### config.mk
export PLATFORM = sky130hd
export DESIGN_NAME = mem_req_arbiter
export DESIGN_NICKNAME = d
export VERILOG_FILES = /design/src/rtl/mem_req_arbiter.sv
export SDC_FILE = /design/constraint.sdc
export NUM_CORES = 1
export LEC_CHECK = 0
export ABC_AREA = 0
export BUFFER_PORTS_ARGS = -buffer_cell sky130_fd_sc_hd__buf_2
export CAP_MARGIN = 0
export CORE_AREA = 2 2 341 343
export CTS_CLUSTER_DIAMETER = 120
export DETAILED_ROUTE_END_ITERATION = 6
export DIE_AREA = 0 0 343 345
export REMOVE_ABC_BUFFERS = 1
export SLEW_MARGIN = 20
export SYNTH_ARGS = -nofsm -noshare
export SYNTH_HDL_FRONTEND = slang
export SYNTH_SLANG_ARGS = --single-unit
### constraint.sdc
create_clock -name clk_i -period 2.3 [get_ports clk_i]
set_input_delay 0.345 -clock clk_i [delete_from_list [all_inputs] [get_ports clk_i]]
set_output_delay 0.345 -clock clk_i [all_outputs]
set_load 0.02 [all_outputs]
### src/rtl/mem_req_arbiter.sv
// Two-requester round-robin arbiter for a single-outstanding cs/we memory bus.
// The winner's request is registered onto the downstream bus and held until
// its response arrives. The response is routed back to the owner in the same
// cycle. A hung downstream is recovered by answering the owner with an error
// and then draining the late response.
module mem_req_arbiter #(
  parameter int unsigned ADDR_WIDTH = 32,
  parameter int unsigned DATA_WIDTH = 128,
  parameter int unsigned TIMEOUT    = 1024,
  parameter logic [31:0] ERR_DATA   = 32'hDEADBEEF
) (
  input  logic                  clk_i,
  input  logic                  rst_i,

  input  logic                  m0_cs_i,
  input  logic                  m0_we_i,
  input  logic [ADDR_WIDTH-1:0] m0_addr_i,
  input  logic [DATA_WIDTH-1:0] m0_wdata_i,
  output logic [DATA_WIDTH-1:0] m0_rdata_o,
  output logic                  m0_rvalid_o,
  output logic                  m0_err_o,

  input  logic                  m1_cs_i,
  input  logic                  m1_we_i,
  input  logic [ADDR_WIDTH-1:0] m1_addr_i,
  input  logic [DATA_WIDTH-1:0] m1_wdata_i,
  output logic [DATA_WIDTH-1:0] m1_rdata_o,
  output logic                  m1_rvalid_o,
  output logic                  m1_err_o,

  output logic                  cs_o,
  output logic                  we_o,
  output logic [ADDR_WIDTH-1:0] addr_o,
  output logic [DATA_WIDTH-1:0] wdata_o,
  input  logic [DATA_WIDTH-1:0] rdata_i,
  input  logic                  rvalid_i,

  output logic [1:0]            grant_o
);

  localparam bit          TimeoutEn = (TIMEOUT != 0);
  // Keep at least one counter bit so the disabled configuration still elaborates.
  localparam int unsigned CntW      = TimeoutEn ? $clog2(TIMEOUT + 1) : 1;
  localparam logic [CntW-1:0] CntMax  = {CntW{1'b1}};
  localparam logic [CntW-1:0] CntLast = TimeoutEn ? CntW'(TIMEOUT - 1) : '0;
  localparam logic [DATA_WIDTH-1:0] ErrData = DATA_WIDTH'(ERR_DATA);

  typedef enum logic [1:0] {StIdle, StBusy, StDrain} state_e;

  state_e                  state_q, state_d;
  logic                    cs_q, cs_d;
  logic                    we_q, we_d;
  logic [ADDR_WIDTH-1:0]   addr_q, addr_d;
  logic [DATA_WIDTH-1:0]   wdata_q, wdata_d;
  logic [1:0]              grant_q, grant_d;
  logic                    last_q, last_d;
  logic [CntW-1:0]         cnt_q, cnt_d;

  logic                    win1;
  logic                    timeout_hit;
  logic                    done;
  logic [DATA_WIDTH-1:0]   resp_data;

  // m1 wins when it is the only requester, or on a tie when m0 went last.
  assign win1 = m1_cs_i & (~m0_cs_i | ~last_q);

  // A response on the timeout cycle takes priority over the timeout itself.
  assign timeout_hit = TimeoutEn && (state_q == StBusy) && (cnt_q == CntLast) && !rvalid_i;

  // State and request registers.
  always_ff @(posedge clk_i) begin
    if (rst_i) begin
      state_q <= StIdle;
      cs_q    <= 1'b0;
      we_q    <= 1'b0;
      addr_q  <= '0;
      wdata_q <= '0;
      grant_q <= 2'b00;
      last_q  <= 1'b1;
      cnt_q   <= '0;
    end else begin
      state_q <= state_d;
      cs_q    <= cs_d;
      we_q    <= we_d;
      addr_q  <= addr_d;
      wdata_q <= wdata_d;
      grant_q <= grant_d;
      last_q  <= last_d;
      cnt_q   <= cnt_d;
    end
  end

  // Next-state logic: arbitration, hold while busy, timeout and drain.
  always_comb begin
    state_d = state_q;
    cs_d    = cs_q;
    we_d    = we_q;
    addr_d  = addr_q;
    wdata_d = wdata_q;
    grant_d = grant_q;
    last_d  = last_q;
    cnt_d   = cnt_q;
    unique case (state_q)
      StIdle: begin
        if (m0_cs_i || m1_cs_i) begin
          cs_d    = 1'b1;
          we_d    = win1 ? m1_we_i    : m0_we_i;
          addr_d  = win1 ? m1_addr_i  : m0_addr_i;
          wdata_d = win1 ? m1_wdata_i : m0_wdata_i;
          grant_d = win1 ? 2'b10 : 2'b01;
          last_d  = win1;
          cnt_d   = '0;
          state_d = StBusy;
        end
      end
      StBusy: begin
        if (cnt_q != CntMax) begin
          cnt_d = cnt_q + 1'b1;
        end
        if (rvalid_i) begin
          cs_d    = 1'b0;
          grant_d = 2'b00;
          cnt_d   = '0;
          state_d = StIdle;
        end else if (timeout_hit) begin
          // cs stays high so the downstream can still finish its transfer.
          grant_d = 2'b00;
          cnt_d   = '0;
          state_d = StDrain;
        end
      end
      StDrain: begin
        if (rvalid_i) begin
          cs_d    = 1'b0;
          state_d = StIdle;
        end
      end
      default: begin
        state_d = StIdle;
      end
    endcase
  end

  // Response routing back to the owner; responses outside BUSY are dropped.
  always_comb begin
    done        = (state_q == StBusy) && (rvalid_i || timeout_hit);
    resp_data   = timeout_hit ? ErrData : rdata_i;
    m0_rvalid_o = done & grant_q[0];
    m1_rvalid_o = done & grant_q[1];
    m0_err_o    = m0_rvalid_o & timeout_hit;
    m1_err_o    = m1_rvalid_o & timeout_hit;
    m0_rdata_o  = m0_rvalid_o ? resp_data : '0;
    m1_rdata_o  = m1_rvalid_o ? resp_data : '0;
  end

  assign cs_o    = cs_q;
  assign we_o    = we_q;
  assign addr_o  = addr_q;
  assign wdata_o = wdata_q;
  assign grant_o = grant_q;

endmodule

==> impl_metrics.py <==
metrics = {
    "run_status": {
        "status": "finished, violations left",
        "violations": "setup timing",
    },
    "die": {
        "die_x_um": 343,
        "floorplan.initialDensity_pct": 8.58,
        "ios": 879,
        "fp.coreArea_sq_um": 115000,
        "die_h_um": 345,
        "num_rows": 125,
        "die-area_sq_um": 118000,
    },
    "setup_path": {
        "critPathRequiredTime_ns": 1.96,
        "rr_worst_depth": 9,
        "reg2reg_from": "state_q[1]",
        "cp-start-kind": "register",
        "worst-endpoint-arrival_ns": 2.14,
        "reg2reg_slack_ns": 0.02,
        "worstReg2RegEnd": "cnt_q[9]",
        "end_kind": "output pin",
        "critPathKind": "reg2out",
        "path_max_fanout": 7,
    },
    "clock_network": {
        "cts_max_level": 4,
        "clock-sinks": 178,
        "clk_pin_slew_ns": 0.07,
        "clockBufferDepth": 2,
        "root_buffer": "clkbuf_16",
        "clk_latency_ns": 0.51,
        "numCtsBuffers": 17,
        "cts_tree": "built",
    },
    "yosys": {
        "synth_area_leaders": "dfxtp_1 36%, mux2i_1 17%, and2_1 13%",
        "seq_area_frac_synth_pct": 36.1,
        "synth.area.mux_share_pct": 16.5,
        "synthAdderAreaFrac_pct": 0.507,
        "post-synth-top-area-fraction_pct": 36.1,
        "postSynthAreaPerCell_sq_um": 8.80,
        "synth_compound_area_share_pct": 18.5,
        "synth_top_family_by_area": "simple AND/OR/NAND/NOR gates",
        "yosysUniqueCellTypes": 48,
        "synth_edf_count": 0,
        "syn_inst": 1123,
        "yosysWarnings": 0,
        "synth_area_sq_um": 9880,
        "yosysMostFrequentCell": "and2_1",
        "yosys.area.top_type": "dfxtp_1",
        "synthSimpleGateAreaFrac_pct": 22.7,
        "async_flop_share_pct": 0,
        "synth-seq-cells": 178,
        "synth-xor-area-share_pct": 0,
        "netlist_top_cells_count": "211 x and2_1, 178 x dfxtp_1, 164 x nor2_1",
        "ys.flop_type": "dfxtp_1",
    },
    "placement": {
        "place_ws_ns": 0.0946,
        "place.gp.congestion": 0.883,
        "portBuffers": 878,
        "dp_hpwl_mm": 68.8,
        "place_area_sq_um": 16300,
    },
    "flow_run": {
        "cap_violations": 0,
    },
    "global_route": {
        "grt_pass1_vias": 11500,
        "grtUsageMet1_pct": 15.5,
        "grt_pass1_wl_mm": 105,
        "gr-max-usage-layer": "met2",
        "track_usage_pct": 13.4,
        "met2_usage_pct": 22.5,
        "antenna_found_initial": 101,
        "grt_overflow": 0,
        "met3_usage_pct": 4.81,
        "grt_max_degree": 92,
    },
    "pwr": {
        "clkPwrFrac_pct": 28.3,
        "p_sw_share_pct": 37.4,
        "peakVddDrop_v": 0.000487,
        "p_leak_nw": 9.00,
        "pwr-share-seq_pct": 35.1,
        "p_comb_share_pct": 36.5,
        "power.total_mw": 10.6,
        "internal_power_mw": 6.63,
        "powerDensity_nw_per_um2": 550,
        "switching_power_mw": 3.96,
    },
    "sta": {
        "hold_viol_final": 0,
        "drv_slew": 0,
        "tns_ns": -25.67,
        "max_slew_margin_pct": 54.0,
        "rsz0062_at_grt": "true",
        "finClkSkew_ns": 0.0144,
        "worstMarginPinSlew_ns": 0.688,
        "period_share_pct": 108,
        "fin_crit_ns": 2.48,
        "max_freq_mhz": 403,
        "worst_slack_ns": -0.184,
        "setup_viol": 244,
    },
    "worst_hold_path": {
        "holdCritStartpoint": "m0_addr_i[10]",
        "min_path_cells": 3,
        "holdPathEnd": "addr_o[10]",
        "holdCritPathClass": "in2reg",
    },
    "route": {
        "first_pass_iters": 5,
        "antenna_left": 0,
        "initialDrtViolationCount": 656,
        "vias_per_cell": 3.51,
        "drc_errors": 0,
        "route.vias.total": 12500,
        "wl_per_cell_um": 23.6,
        "routed_wl_mm": 84.2,
    },
    "finish": {
        "area_growth_pct": 95.0,
        "layout-drive-gt1-share_pct": 57.3,
        "fin_nets": 2477,
        "design_area_sq_um": 19300,
    },
}
-- cells in the final DEF, fill, tap and decap left out, types with 4 or more instances in the layout --
cell type and instances:
and2_4 119, clkbuf_16 23, mux2i_1 163, inv_1 4, nand2_1 5, dfxtp_2 8
buf_6 168, a21oi_1 11, diode_2 17, o21ai_0 6, buf_2 680, o21a_1 48
o31ai_1 4, nor2_1 164, buf_4 91, dfxtp_1 168, and2_1 92, a211oi_1 161
buf_12 22, buf_16 13, nor3_1 5, nand2b_1 4
-- power by group through the flow --
stage / combinational, mW / clock [mW] / sequential, mW
finish: 3.87 / 3.00 / 3.72
CTS: 3.81 / 3.17 / 3.73
global route: 4.17 / 3.26 / 3.78
floorplan: 1.68 / 0 / 4.29
global placement: 3.61 / 0 / 3.77
detailed placement: 3.64 / 0 / 3.79
-- timing repair --
action / 4_1_cts / 5_1_grt
endpoints found under the setup margin: 258 / 262
gates cloned: 18 / 9
resized for setup: 244 / 294
setup buffers: 20 / 9
hold buffers: 0 / 0
pin swaps: 30 / 58
-- registers in the layout, summed over array words and instances, names as in the netlist --
signal,cells
state_q,2
wdata_o,128
cs_o,1
we_o,1
cnt_q,11
addr_o,32
last_q,1
grant_o,2
-- cell families (layout without fill, tap and decap cells) --
logic type                 after synthesis  after routing
AOI/OAI and AO/OA                      245            245
adders and majority gates                4              4
buffers and inverters                  114           1019
DFF                                    178            178
muxes                                  163            163
other                                    0             17
and+or+nand+nor                        419            420
-- area by class of cell --
class / instances / area, sq um
clock buffer: 22 / 464
antenna: 17 / 42.5
timing repair buffer: 984 / 7000
multi-input combinational: 832 / 6150
inverter: 5 / 18.8
clock inverter: 8 / 104
fill: 12900 / 95800
sequential: 178 / 3580
tap: 1524 / 1910
-- per-stage QoR --
step                instances  hold slack [ns]  util [%]
finish                   3570            0.166      16.7
floorplan                1014            0.414         -
detailed placement       3471            0.448      14.1
global placement         3471            0.450      14.1
CTS                      3539            0.109      15.8
global route             3562            0.143      16.7
-- worst max-delay path: stages, from the launching register on --
cell	delay [ns]
dfxtp_2	0.33
inv_2	0.07
ha_4	0.14
buf_6	0.10
and3_4	0.30
buf_12	0.16
buf_12	0.13
buf_16	0.13
and2_4	0.15
buf_6	0.11
-- how the worst max path moves through the flow --
stage | startpoint | endpoint | slack, ns | depth (start not counted)
2_1_floorplan | m1_cs_i | addr_o[0] | -10.12 | 3
3_3_place_gp | cnt_q[0] | m1_err_o | 0.16 | 7
3_5_place_dp | cnt_q[0] | m1_rdata_o[1] | 0.09 | 7
4_1_cts | state_q[1] | m0_rdata_o[43] | -0.26 | 7
5_1_grt | cnt_q[10] | m1_rdata_o[21] | -0.29 | 7
6_report | state_q[1] | m1_rdata_o[77] | -0.18 | 9
-- metal layers --
layer | wire, um | share of wire (%)
met2 | 39600 | 47
met5 | 267 | 0.32
met4 | 3680 | 4.4
met3 | 7750 | 9.2
met1 | 32800 | 39
Note: power is estimated with default switching activity, not from simulation.
